### config.mk
export PLATFORM = sky130hd
export DESIGN_NAME = axi_slave_r_pop_fsm
export DESIGN_NICKNAME = d
export VERILOG_FILES = /design/src/rtl/axi_slave_r_pop_fsm_pkg.sv /design/src/rtl/axi_slave_r_pop_fsm_r_beat_down_counter.sv /design/src/rtl/axi_slave_r_pop_fsm.sv
export SDC_FILE = /design/constraint.sdc
export NUM_CORES = 1
export LEC_CHECK = 0
export ABC_AREA = 1
export CORE_MARGIN = 3
export CORE_UTILIZATION = 30
export CTS_CLUSTER_DIAMETER = 120
export DETAILED_ROUTE_END_ITERATION = 7
export GPL_TIMING_DRIVEN = 0
export PLACE_DENSITY_LB_ADDON = 0.15
export SETUP_SLACK_MARGIN = 0.05
export SLEW_MARGIN = 0
export SYNTH_ARGS = -nofsm -noshare
export SYNTH_HDL_FRONTEND = slang
export SYNTH_SLANG_ARGS = --single-unit
export TNS_END_PERCENT = 100
### constraint.sdc
create_clock -name clk -period 2.25 [get_ports clk]
set_clock_uncertainty 0.15 [all_clocks]
set_input_delay 0.225 -clock clk [delete_from_list [all_inputs] [get_ports clk]]
set_output_delay 0.225 -clock clk [all_outputs]
set_load 0.005 [all_outputs]
### src/rtl/axi_slave_r_pop_fsm_pkg.sv
// Shared types and constants for the AXI slave R-channel pop side.
// State encoding, RRESP codes and boolean helpers.
package axi_slave_package;

  typedef enum logic {
    IDLE = 1'b0,
    SEND = 1'b1
  } state_t;

  localparam logic [1:0] OKAY   = 2'b00;
  localparam logic [1:0] EXOKAY = 2'b01;
  localparam logic [1:0] SLVERR = 2'b10;
  localparam logic [1:0] DECERR = 2'b11;

  localparam logic TRUE  = 1'b1;
  localparam logic FALSE = 1'b0;

endpackage

### src/rtl/axi_slave_r_pop_fsm_r_beat_down_counter.sv
// Remaining-beat counter for one read burst.
// Load wins over decrement; decrement stops at zero.
module r_beat_down_counter
  import axi_slave_package::*;
#(
  parameter int W = 8
) (
  input  logic         clk,
  input  logic         arst,
  input  logic         load,
  input  logic [W-1:0] load_val,
  input  logic         dec,
  output logic [W-1:0] count,
  output logic         is_zero
);

  always_ff @(posedge clk or negedge arst) begin
    if (!arst) begin
      count <= '0;
    end else if (load) begin
      count <= load_val;
    end else if (dec && !is_zero) begin
      count <= count - 1'b1;
    end
  end

  assign is_zero = (count == '0) ? TRUE : FALSE;

endmodule

### src/rtl/axi_slave_r_pop_fsm.sv
// Drains descriptor and data FIFOs onto the AXI R channel.
// Counts beats from ARLEN, drives RLAST, chains bursts without bubbles.
module axi_slave_r_pop_fsm
  import axi_slave_package::*;
#(
  parameter int DATA_WIDTH = 64,
  parameter int ID_WIDTH   = 8,
  parameter int LEN_WIDTH  = 8
) (
  input  logic                  clk,
  input  logic                  arst,
  input  logic                  desc_empty,
  input  logic [ID_WIDTH-1:0]   desc_id,
  input  logic [LEN_WIDTH-1:0]  desc_len,
  input  logic [1:0]            desc_resp,
  output logic                  desc_rd_en,
  input  logic                  data_empty,
  input  logic [DATA_WIDTH-1:0] data_in,
  output logic                  data_rd_en,
  output logic [ID_WIDTH-1:0]   RID,
  output logic [DATA_WIDTH-1:0] RDATA,
  output logic [1:0]            RRESP,
  output logic                  RLAST,
  output logic                  RVALID,
  input  logic                  RREADY,
  output logic                  busy
);

  state_t                state;
  logic [ID_WIDTH-1:0]   id_q;
  logic [1:0]            resp_q;
  logic [LEN_WIDTH-1:0]  beat_cnt;
  logic                  cnt_zero;
  logic                  in_send;
  logic                  hs;
  logic                  last_hs;
  logic                  load;

  assign in_send = (state == SEND);
  assign RVALID  = in_send && !data_empty;
  assign hs      = RVALID && RREADY;
  assign last_hs = hs && cnt_zero;

  // A descriptor is taken from IDLE, or chained on the final beat.
  always_comb begin
    load = FALSE;
    unique case (state)
      IDLE: load = !desc_empty;
      SEND: load = last_hs && !desc_empty;
      default: load = FALSE;
    endcase
  end

  assign desc_rd_en = load;
  assign data_rd_en = hs;
  assign busy       = in_send;
  assign RLAST      = RVALID && cnt_zero;
  assign RDATA      = RVALID ? data_in : '0;
  assign RID        = in_send ? id_q : '0;
  assign RRESP      = in_send ? resp_q : OKAY;

  r_beat_down_counter #(
    .W(LEN_WIDTH)
  ) u_cnt (
    .clk     (clk),
    .arst    (arst),
    .load    (load),
    .load_val(desc_len),
    .dec     (hs),
    .count   (beat_cnt),
    .is_zero (cnt_zero)
  );

  always_ff @(posedge clk or negedge arst) begin
    if (!arst) begin
      state  <= IDLE;
      id_q   <= '0;
      resp_q <= OKAY;
    end else begin
      unique case (state)
        IDLE: begin
          if (!desc_empty) begin
            id_q   <= desc_id;
            resp_q <= desc_resp;
            state  <= SEND;
          end
        end
        SEND: begin
          if (last_hs) begin
            if (!desc_empty) begin
              id_q   <= desc_id;
              resp_q <= desc_resp;
            end else begin
              state <= IDLE;
            end
          end
        end
        default: state <= IDLE;
      endcase
    end
  end

endmodule
==> results of run 1 <==
==> worst reg2reg max path, delay by kind of cell (launching register included) <==
kind / cells / cell delay (ps)
DFF: 1 / 450
buffers and inverters: 1 / 130
AOI/OAI and AO/OA: 2 / 490
and+or+nand+nor: 3 / 380
==> repair_timing <==
item / in CTS / in global routing
hold endpoints to repair: 0 / 0
setup endpoints to repair: 42 / 65
cloned: 0 / 0
resized for setup: 9 / 30
setup buffers: 7 / 0
pin swaps: 3 / 0
==> cell usage after synthesis, types with 3 or more instances <==
master and n:
o21ai_0 4, nand2_2 7, nand2_1 61, dfrtp_1 19, clkbuf_1 3, buf_2 4
nand3_1 12, nor2_1 78, nand4_1 6, inv_1 89
==> logic make-up after synthesis <==
family / Yosys count / synth area share [%]
flip-flops: 19 / 28.2
XOR/XNOR: 2 / 1.04
AND/OR/NAND/NOR: 170 / 44.1
AO/OA/AOI/OAI: 5 / 1.71
buffers and inverters: 101 / 24.2
adder cells (fa/ha/maj): 1 / 0.741
==> power by group through the flow <==
| stage | Combinational, mW | Clock, mW | Sequential [mW] |
|---|---|---|---|
| after CTS | 1.26 | 0.262 | 0.620 |
| after detailed placement | 1.20 | 0 | 0.622 |
| after global placement | 1.18 | 0 | 0.611 |
| final | 1.25 | 0.260 | 0.620 |
| after floorplan | 0.606 | 0 | 0.592 |
| after global routing | 1.41 | 0.275 | 0.643 |
==> area by class of cell <==
class / instances / area [µm²] / share of cell area, %
sequential: 19 / 475 / 13.2
buffer: 9 / 76.3 / 2.12
clock inverter: 1 / 7.51 / 0.208
tap: 70 / 87.6 / 2.43
inverter: 90 / 338 / 9.37
clock buffer: 3 / 41.3 / 1.14
multi-input combinational: 178 / 823 / 22.8
timing repair buffer: 172 / 1760 / 48.7
==> metal layers <==
layer / global-route usage (%) / up-vias / share of wire (%)
met5: 0 / - / 0
met4: 6.76 / 0 / 1.8
met3: 4.99 / 9 / 8.3
met2: 38.0 / 88 / 52
met1: 20.8 / 972 / 38
li1: - / 1176 / -
==> registers in the layout, indices dropped and copies added (netlist names) <==
register / flops
resp_q: 2
id_q: 8
u_cnt.count: 8
busy: 1
==> worst max-delay path by stage <==
| stage | start | endpoint | cells after the start | slack [ps] |
|---|---|---|---|---|
| 6_report | data_empty | RDATA[36] | 7 | 130 |
| 5_1_grt | busy | RDATA[29] | 5 | 40 |
| 3_5_place_dp | data_empty | RDATA[35] | 7 | -150 |
| 2_1_floorplan | u_cnt.count[0] | desc_rd_en | 7 | 640 |
| 3_3_place_gp | data_empty | RDATA[35] | 7 | -160 |
| 4_1_cts | data_empty | RDATA[52] | 7 | 50 |
==> cell usage in the layout, fill, tap and decap left out, types with 6 or more instances in the layout <==
cell type	netlist	final
nand4_1	6	6
inv_1	89	87
nand2_2	7	6
dfrtp_1	19	19
dlymetal6s2s_1	0	22
nor2_1	78	77
nand2_1	61	61
buf_4	0	12
nand3_1	12	12
clkdlybuf4s50_1	0	142
==> impl_metrics.ini, run 1 <==
[critical_path]
cp_top_family = buffers and inverters
reg2reg_from = u_cnt.count[3]
crit_type = input port to output port
worst-path-buf-inv = 5
end_kind = output port
slowest_delay_ps = 520
cp.required_ps = 1880
setup.worst_path.start_class = input port
r2r_end = u_cnt.count[3]
worst_ep_arrival_time_ps = 1750
cp_slowest_cell = clkdlybuf4s50_1
crit_chain = clkdlybuf4s50_1 -> inv_1 -> nand2_4 -> buf_4 -> buf_4 -> nor2_1 -> clkdlybuf4s50_1
crit_fanout = 10
r2r_slack_ps = 530
reg2reg_depth = 6

[sta]
setup_viol_count_final = 0
fin_crit_sh_pct = 94.4
fmax_mhz = 471
relSlewSlack_pct = 41.1
rsz0062_at_grt = no
finalWorstSetupSlack_ps = 127
hold_violations = 0
layout_min_cycle_time_ps = 2120
worstMarginPinSlew_ps = 881
maxSlewViolCount = 0
finalSetupTns_ps = 0
hold_ws_ps = 301

[power_and_ir_drop]
clkPwrFrac_pct = 12.2
power_frac_comb_pct = 58.8
vdd_drop_max_mv = 0.559
p_per_area_mw_per_mm2 = 592
p_leak_nw = 2.19
p_sw_share_pct = 37.9
internal_power_mw = 1.32
power.switching_mw = 0.810
p_total_mw = 2.13
p_seq_share_pct = 29.1

[clock_tree]
path_clk_slew_ps = 80
clk_latency_ps = 270
postCtsHoldBufs = 0
htreeDepth = 1
root_buffer = clkbuf_8
cts_made_buffers = 3
clk_path_buf_depth = 2
cts_tree = yes
cts_sinks = 19

[final_layout]
design_area_mm2 = 0.00361
syn_to_final_growth_pct = 114
instances_no_fill = 542
finalNetCount = 561
fin_util_pct = 68.4
n_antenna_cell = 0
fill_cells = 472
drive_gt1_share_pct = 7.84

[yosys]
syn-num-nets = 386
synth-warning-count = 0
ys.flop_type = dfrtp_1
synth_top_area_share_pct = 28.2
syn-mean-instance-area_um2 = 5.66
syn_area_mm2 = 0.00169
synth_seq_cells = 19
synthCells = 298
ys_seq_area_share_pct = 28.2
ys_types = 25
synth_edf_count = 0
synth_top_area_cell = dfrtp_1
synth_area_leaders = dfrtp_1, inv_1, nor2_1, nand2_1, nand3_1
async_flop_share_pct = 100

[drt]
first_iter_violations = 60
first_pass_iters = 4
drc = 0
avgViaCountPerCell = 4.14
finalWirelength_um = 6840
vias = 2245
detail-route-antenna-nets = 0
wl_per_cell_um = 12.6

[placement]
dp_slack_ps = -153
dp_cells = 533
placed_area_mm2 = 0.00343
port_buffers = 165
dpl.hpwl_um = 5670
gp_congestion = 0.876

[run]
max_cap_viol_count = 0

[status]
status = completed

[die]
rows = 26
die_w_um = 81.0
core_mm2 = 0.00527
die_area_mm2 = 0.00656
start_util_pct = 32.0
die_y_um = 81.0
pin_count = 166

[global_route]
grt_pass1_vias = 1999
overflow = 0
grt_pass1_wl_um = 10000
grt_max_degree = 20
antenna_found_initial = 0
grt_usage_pct = 19.8

[min_path]
min-delay-path-class = input port to async pin
No activity file was read; power rests on OpenSTA's default activity.
==> run 2, diff against run 1 <==
--- a/config.mk
+++ b/config.mk
@@ -10,7 +10,7 @@
 export CORE_UTILIZATION = 30
 export CTS_CLUSTER_DIAMETER = 120
 export DETAILED_ROUTE_END_ITERATION = 7
-export GPL_TIMING_DRIVEN = 0
+export GPL_TIMING_DRIVEN = 1
 export PLACE_DENSITY_LB_ADDON = 0.15
 export SETUP_SLACK_MARGIN = 0.05
 export SLEW_MARGIN = 0
==> run 2 against run 1 <==
Net effect:
- worst hold slack worse by 140 ps
- setup slack worse by 25 ps
- power shrank 2.5%
- clock power is 10% lower
- fmax is 1.2% lower
- sequential power barely moved
- via count is 2.5% lower
- critical path type is now flip-flop to output port
- critical endpoint is now desc_rd_en
==> impl_metrics.ini, run 2 (synthesis gave the netlist of run 1 again) <==
[status]
status = completed

[final_layout]
n_antenna_cell = 0
fill_cells = 481
multi_input_area_um2 = 818
design_area_mm2 = 0.00349
finalNetCount = 553
layout.cells.most_common_list = clkdlybuf4s50_1, inv_1, nor2_1
ff_latch_area_um2 = 477
reg.largest.list = id_q (8), u_cnt.count (8), resp_q (2)
instances_no_fill = 534
drive_gt1_share_pct = 6.47
layout_commonest_cell = clkdlybuf4s50_1
fin_util_pct = 66.3
syn_to_final_growth_pct = 107

[global_route]
overflow = 0
grt_pass1_wl_um = 9280
grt_max_degree = 43
grt_pass1_vias = 1828
grt_usage_pct = 18.3
antenna_found_initial = 0

[placement]
dp_slack_ps = 131
dp_cells = 529
dpl.hpwl_um = 5480
placed_area_mm2 = 0.00342
port_buffers = 165
gp_congestion = 0.803

[power_and_ir_drop]
p_per_area_mw_per_mm2 = 596
vdd_drop_max_mv = 0.696
p_leak_nw = 1.86
p_total_mw = 2.08

[die]
die_area_mm2 = 0.00656
start_util_pct = 32.0
die_y_um = 81.0
core_mm2 = 0.00527
die_w_um = 81.0
pin_count = 166
rows = 26

[critical_path]
crit_fanout = 5
slowest_delay_ps = 490
cp.required_ps = 1880
r2r_slack_ps = 530
crit_type = flip-flop to output port
cp_slowest_cell = clkdlybuf4s50_1
worst_ep_arrival_time_ps = 1770
crit_chain = nor2_1 -> nand2_2 -> nor2_4 -> nand3_4 -> nand2_8 -> clkdlybuf4s50_1
setup.worst_path.start_class = flip-flop
end_kind = output port

[sta]
worstMarginPinSlew_ps = 390
fin_crit_sh_pct = 95.5
layout_min_cycle_time_ps = 2150
rsz0062_at_grt = yes
maxSlewViolCount = 0
hold_violations = 0
relSlewSlack_pct = 74.0
hold_ws_ps = 158
setup_viol_count_final = 0
finalSetupTns_ps = 0
finalWorstSetupSlack_ps = 102
fmax_mhz = 466

[clock_tree]
clk_path_buf_depth = 2
root_buffer = clkbuf_8
clk_latency_ps = 250
htreeDepth = 1
cts_tree = yes
cts_made_buffers = 3
postCtsHoldBufs = 0
cts_sinks = 19
path_clk_slew_ps = 70

[drt]
avgViaCountPerCell = 4.10
wl_per_cell_um = 12.2
drc = 0
first_pass_iters = 4
vias = 2189
finalWirelength_um = 6500
detail-route-antenna-nets = 0
first_iter_violations = 95

[run]
max_cap_viol_count = 0

[min_path]
min-delay-path-class = input port to async pin
-- run 2: final cells by class --
type / instances / share of cell area (%)
Tap cell: 70 / 2.51
Clock buffer: 4 / 1.29
Timing Repair Buffer: 173 / 49.4
Sequential cell: 19 / 13.7
Inverter: 90 / 9.67
Multi-Input combinational cell: 178 / 23.4
-- run 2: power by group --
| group | internal [mW] | total [mW] | switching (mW) |
|---|---|---|---|
| combinational | 0.688 | 1.23 | 0.542 |
| sequential | 0.496 | 0.617 | 0.120 |
| clock | 0.126 | 0.234 | 0.108 |
| total | 1.31 | 2.08 | 0.770 |
-- run 2: repair_timing --
action | 4_1_cts | 5_1_grt
gates resized for setup | 4 | 2
setup endpoints to repair | 2 | 23
setup buffers | 1 | 0
pin swaps | 1 | 1
-- run 2: final timing paths --
check	startpoint	to	cells after the start
max in group asynchronous	arst	busy	2
setup reg to reg	u_cnt.count[5]	u_cnt.count[2]	9
setup / recovery	u_cnt.count[5]	desc_rd_en	6
min in group clk	id_q[7]	id_q[7]	2
hold reg to reg	id_q[7]	id_q[7]	2
hold / removal	arst	id_q[0]	2
-- run 2: layer usage --
layer,vias up,track usage (%),part of all wire (%)
li1,1157,-,-
met1,924,20.7,38
met2,96,33.2,50
met3,12,4.10,9.2
met4,0,6.93,2.2
met5,-,0,0
-- run 2: critical path: cells and delay by family (launching register included) --
kind | cells | cell delay, ps
AND/OR/NAND/NOR | 5 | 610
flip-flops | 1 | 420
buffers and inverters | 1 | 490
==> variant 1 (settings of run 1) <==
`DATA_WIDTH`: 64 -> 72.
--- a/src/rtl/axi_slave_r_pop_fsm.sv
+++ b/src/rtl/axi_slave_r_pop_fsm.sv
@@ -4,5 +4,5 @@
   import axi_slave_package::*;
 #(
-  parameter int DATA_WIDTH = 64,
+  parameter int DATA_WIDTH = 72,
   parameter int ID_WIDTH   = 8,
   parameter int LEN_WIDTH  = 8
Interface: changed (resized RDATA and data_in); port bits go from 166 to 182. No check against the original RTL was run, so the function may have changed too.
==> variant 1 against run 1 <==
  * Final area up 8.0%
  * Wire length grew 13%
  * First-iteration DRC count is 5.0% higher
  * Sequential cell count did not move
  * Total power is 1.2% lower
  * Worst setup slack got worse by 0.023 ns
  * Synthesized area increased by 3.5%
  * Sequential power down 2%
  * Fmax decreased by 1.1%
  * Largest cell class unchanged
==> variant 1: results (changes against run 1) <==
{| class="wikitable"
! Metric !! Value
|-
| Run status || complete, no violations
|-
| Fraction of final layout cells sized beyond drive strength 1 || 8.19% (+0.35 points)
|-
| Top cells by area, synth || sky130_fd_sc_hd__dfrtp_1 27%, sky130_fd_sc_hd__inv_1 21%, sky130_fd_sc_hd__nor2_1 19%
|-
| Critical path capture point || RDATA[53]
|-
| Worst flop-to-flop path startpoint || u_cnt.count[0]
|-
| Most frequent cells after synthesis || 98 x sky130_fd_sc_hd__inv_1, 87 x sky130_fd_sc_hd__nor2_1, 69 x sky130_fd_sc_hd__nand2_1
|-
| Wire length after detailed routing || 7.69 mm (+13%)
|-
| Count of routing violations after the opening detailed-route iteration || 63 (+5.0%)
|-
| Wire length of the first global-routing pass || 10.6 mm (+5.9%)
|-
| LEAKAGE || 2.49 nW (+14%)
|-
| Worst reg-to-reg setup slack || 0.36 ns (-0.17 ns)
|-
| Met2 WL post-DR || 3.83 mm (+7.6%)
|-
| Arithmetic-cell share of the synthesized area counting full adders, half adders and majority gates || 0.716% (-0.025 points)
|-
| WL met3 || 727 um (+29%)
|-
| Syn avg cell area || 5.44 um^2 (-3.9%)
|-
| Post-synthesis compound-gate area fraction || 1.07% (-0.63 points)
|-
| Via count of the first global-routing pass || 2126 (+6.4%)
|-
| Global router's overall resource usage || 20.4% (+0.56 points)
|-
| Largest vdd supply drop || 0.523 mV (-6.4%)
|-
| Slew Limit Headroom || 41.8% (+0.74 points)
|-
| Post-layout worst setup margin || 0.103 ns (-0.0233 ns)
|-
| Post-synthesis net count || 417 (+8.0%)
|-
| Wirelength per Cell || 13.2 um (+4.2%)
|-
| Total placed cells including tap cells || 574 (+7.7%)
|-
| Critical Path AT || 1.77 ns (+0.02 ns)
|-
| Fraction of the yosys area taken by sequential cells || 27.2% (-0.95 points)
|-
| Post-DP Area || 3650 um^2 (+6.5%)
|-
| Nets || 610 (+8.7%)
|-
| WHS || 0.310 ns (+0.00886 ns)
|-
| Critical R2R Capture || resp_q[0]
|-
| Switching share of total power || 37.0% (-0.98 points)
|}
variant 1: cell type report:
class / count / area (um^2) / area share, %
plain buffers: 11 / 88.8 / 2.28
clock buffers: 4 / 45.0 / 1.16
inverters: 99 / 372 / 9.54
multi-input cells: 191 / 872 / 22.4
flip-flops and latches: 19 / 477 / 12.2
well taps: 72 / 90.1 / 2.31
repair buffers: 189 / 1950 / 50.1
variant 1: worst min path at each step:
stage             from             end
2_1_floorplan     arst            busy
3_3_place_gp   id_q[3]         id_q[3]
3_5_place_dp   id_q[3]         id_q[3]
4_1_cts        id_q[3]         id_q[3]
5_1_grt        id_q[2]         id_q[2]
6_report          arst  u_cnt.count[1]
variant 1: repair_timing:
action	CTS	global route
setup buffers	8	0
endpoints found under the setup margin	62	78
pin swaps	4	0
hold buffers	0	0
gates resized for setup	19	41
variant 1: power by group through the flow:
| stage | sequential, W | clock [W] | combinational [W] |
|---|---|---|---|
| finish | 0.000606 | 0.000240 | 0.00126 |
| global route | 0.000628 | 0.000259 | 0.00142 |
| CTS | 0.000604 | 0.000247 | 0.00126 |
| detailed placement | 0.000614 | 0 | 0.00114 |
| global placement | 0.000606 | 0 | 0.00112 |
| floorplan | 0.000586 | 0 | 0.000562 |
variant 1: cell families (layout without fill, tap and decap cells):
family,Yosys count,after routing
adder cells (fa/ha/maj),1,1
AO/OA/AOI/OAI,3,3
XOR/XNOR,3,3
buffers and inverters,111,303
AND/OR/NAND/NOR,184,184
flip-flops,19,19
variant 1: routing by layer:
| layer | GRT usage, % | up-vias |
|---|---|---|
| li1 | - | 1268 |
| met1 | 23.6 | 1020 |
| met2 | 36.1 | 107 |
| met3 | 5.10 | 18 |
| met4 | 7.14 | 0 |
| met5 | 0 | - |
==> variant 2 (flow settings as in run 1) <==
Made on the original files. Reset style: synchronous (`arst`), changed in 2 clocked blocks.
--- a/src/rtl/axi_slave_r_pop_fsm_r_beat_down_counter.sv
+++ b/src/rtl/axi_slave_r_pop_fsm_r_beat_down_counter.sv
@@ -15,5 +15,5 @@
 );
 
-  always_ff @(posedge clk or negedge arst) begin
+  always_ff @(posedge clk) begin
     if (!arst) begin
       count <= '0;
--- a/src/rtl/axi_slave_r_pop_fsm.sv
+++ b/src/rtl/axi_slave_r_pop_fsm.sv
@@ -72,5 +72,5 @@
   );
 
-  always_ff @(posedge clk or negedge arst) begin
+  always_ff @(posedge clk) begin
     if (!arst) begin
       state  <= IDLE;
Check against the original RTL: differs if arst is asserted again (counterexample within 4 cycles, from zero or initial values and one cycle with arst low); with arst held inactive, the same outputs for 10 cycles.
==> variant 2 against run 1 <==
  * Final area shrank 1.8%
  * Synthesized area down 3.1%
  * Sequential cell count stayed put
  * Wire length up 2.4%
  * Critical endpoint is now RDATA[29]
  * Hold slack improved by 0.056 ns
  * Worst setup slack better by 0.0017 ns
Power is not compared: it rests on default switching activity, and its combinational part moved more than twofold at a synthesized area within 25%.
==> variant 2: results (changes against run 1) <==
{| class="wikitable"
! Metric !! Value
|-
| Critical R2R Capture || u_cnt.count[2]
|-
| Detailed placement HPWL || 5.71 mm (+0.61%)
|-
| Number of CTS-inserted buffers || 3 (unchanged)
|-
| Reg2reg path depth || 10 (+4)
|-
| Fraction of the yosys area taken by sequential cells || 23.3% (-4.9 points)
|-
| Weighted congestion at the end of routability-driven global placement || 0.844 (-3.6%)
|-
| FFs w/ async S/R, synth || 0% (-100 points)
|-
| Synth top area share || 23.9% (-4.3 points)
|-
| Final design area excluding fillers || 3540 um^2 (-1.8%)
|-
| Via count of the first global-routing pass || 2077 (+3.9%)
|-
| Run status || complete, no violations
|-
| Post-synthesis net count || 404 (+4.7%)
|-
| Post-DP Area || 3370 um^2 (-1.5%)
|-
| Nets || 577 (+2.9%)
|-
| Largest net degree at the start of global routing || 11 (-45%)
|-
| Top cells by area, synth || sky130_fd_sc_hd__nor2_1 24%, sky130_fd_sc_hd__dfxtp_1 23%, sky130_fd_sc_hd__inv_1 21%
|-
| Clock insertion delay at the later pin of the skew report || 0.25 ns (-0.02 ns)
|-
| Count of routing violations after the opening detailed-route iteration || 71 (+18%)
|-
| Worst hold path depth || 2
|-
| Worst reg-to-reg setup slack || 0.55 ns (+0.02 ns)
|-
| Most frequent cells after synthesis || 104 x sky130_fd_sc_hd__nor2_1, 90 x sky130_fd_sc_hd__inv_1, 37 x sky130_fd_sc_hd__nand2_1
|-
| Wire length of the first global-routing pass || 10.4 mm (+3.9%)
|-
| Depth of the CTS H-tree || 1 (unchanged)
|-
| Largest fanout on the critical path || 10 (unchanged)
|-
| Global router's overall resource usage || 20.6% (+0.80 points)
|-
| Worst-margin pin slew || 0.481 ns (-0.400 ns)
|-
| Worst flop-to-flop path startpoint || u_cnt.count[1]
|-
| Wire length after detailed routing || 7.01 mm (+2.4%)
|-
| Placement Setup Slack || -0.265 ns (-0.111 ns)
|-
| Worst Hold Endpoint || id_q[1]
|-
| Fraction of final layout cells sized beyond drive strength 1 || 8.20% (+0.36 points)
|-
| Vias after detailed routing || 2301 (+2.5%)
|-
| Dominant synthesized flop cell || sky130_fd_sc_hd__dfxtp_1
|-
| Distinct cell type count after synthesis || 19 (-24%)
|-
| Worst min path class || reg -> reg
|}
==> variant 2: cell count changes after synthesis, sizes merged, moves of 6 or more <==
cell,before,now
dfrtp,19,0
o21ai,5,13
nor2,81,117
nand2,69,41
nand4,6,0
dfxtp,0,19
==> variant 2: worst max-delay path by stage <==
| stage | from | end | slack [ns] | depth (start not counted) |
|---|---|---|---|---|
| floorplan | u_cnt.count[0] | id_q[0] | 0.64 | 10 |
| global placement | data_empty | RDATA[33] | -0.28 | 7 |
| detailed placement | data_empty | RDATA[33] | -0.26 | 7 |
| CTS | data_empty | RDATA[53] | 0.05 | 7 |
| global route | data_empty | RDATA[48] | 0.05 | 7 |
| finish | data_empty | RDATA[29] | 0.13 | 7 |
==> variant 2: cell families (layout without fill, tap and decap cells) <==
group,after synthesis,in the layout,synth area share [%]
flops,19,19,23.3
fa+ha+maj,1,1,0.765
buf+inv,101,273,24.1
simple gates,177,177,45.9
compound gates,16,16,4.90
xor+xnor,2,2,1.07
==> variant 2: cell type report <==
| cell class | count | area (um^2) |
|---|---|---|
| plain buffers | 11 | 77.6 |
| clock buffers | 4 | 45.0 |
| fillers | 450 | 1660 |
| inverters | 90 | 338 |
| multi-input cells | 196 | 886 |
| flip-flops and latches | 19 | 382 |
| well taps | 70 | 87.6 |
| repair buffers | 168 | 1730 |
==> variant 2: per-stage QoR <==
stage | total power [W] | hold WS [ns] | utilization, % | instances
4_1_cts | 0.00115 | 0.360 | 66.7 | 558
5_1_grt | 0.00123 | 0.379 | 68.0 | 558
3_5_place_dp | 0.000899 | 0.343 | 64.8 | 551
2_1_floorplan | 0.000600 | 0.171 | - | 316
3_3_place_gp | 0.000887 | 0.326 | 64.8 | 551
6_report | 0.00115 | 0.357 | 68.0 | 558
==> variant 2: timing repair <==
action,CTS,global route
gates resized for setup,14,36
endpoints found under the setup margin,42,54
hold endpoints to repair,0,0
setup buffers,3,0
pin swaps,3,0
==> variant 2: layer usage <==
metal	GRT usage [%]	up-vias	share of wire, %
li1	-	1229	-
met1	22.0	982	38
met2	39.1	84	52
met3	6.21	6	8.7
met4	5.41	0	0.69
met5	0	-	0
==> variant 2: critical path: cells and delay by family <==
kind,cells,cell delay [ns]
and+or+nand+nor,2,0.17
buffers and inverters,5,1.34
==> variant 2: power by group through the flow <==
stage	clock network, W	logic, W	registers [W]
after floorplan	0	0.000215	0.000386
after global placement	0	0.000498	0.000389
after detailed placement	0	0.000509	0.000390
after CTS	0.000245	0.000527	0.000383
after global routing	0.000263	0.000583	0.000387
final	0.000240	0.000531	0.000384
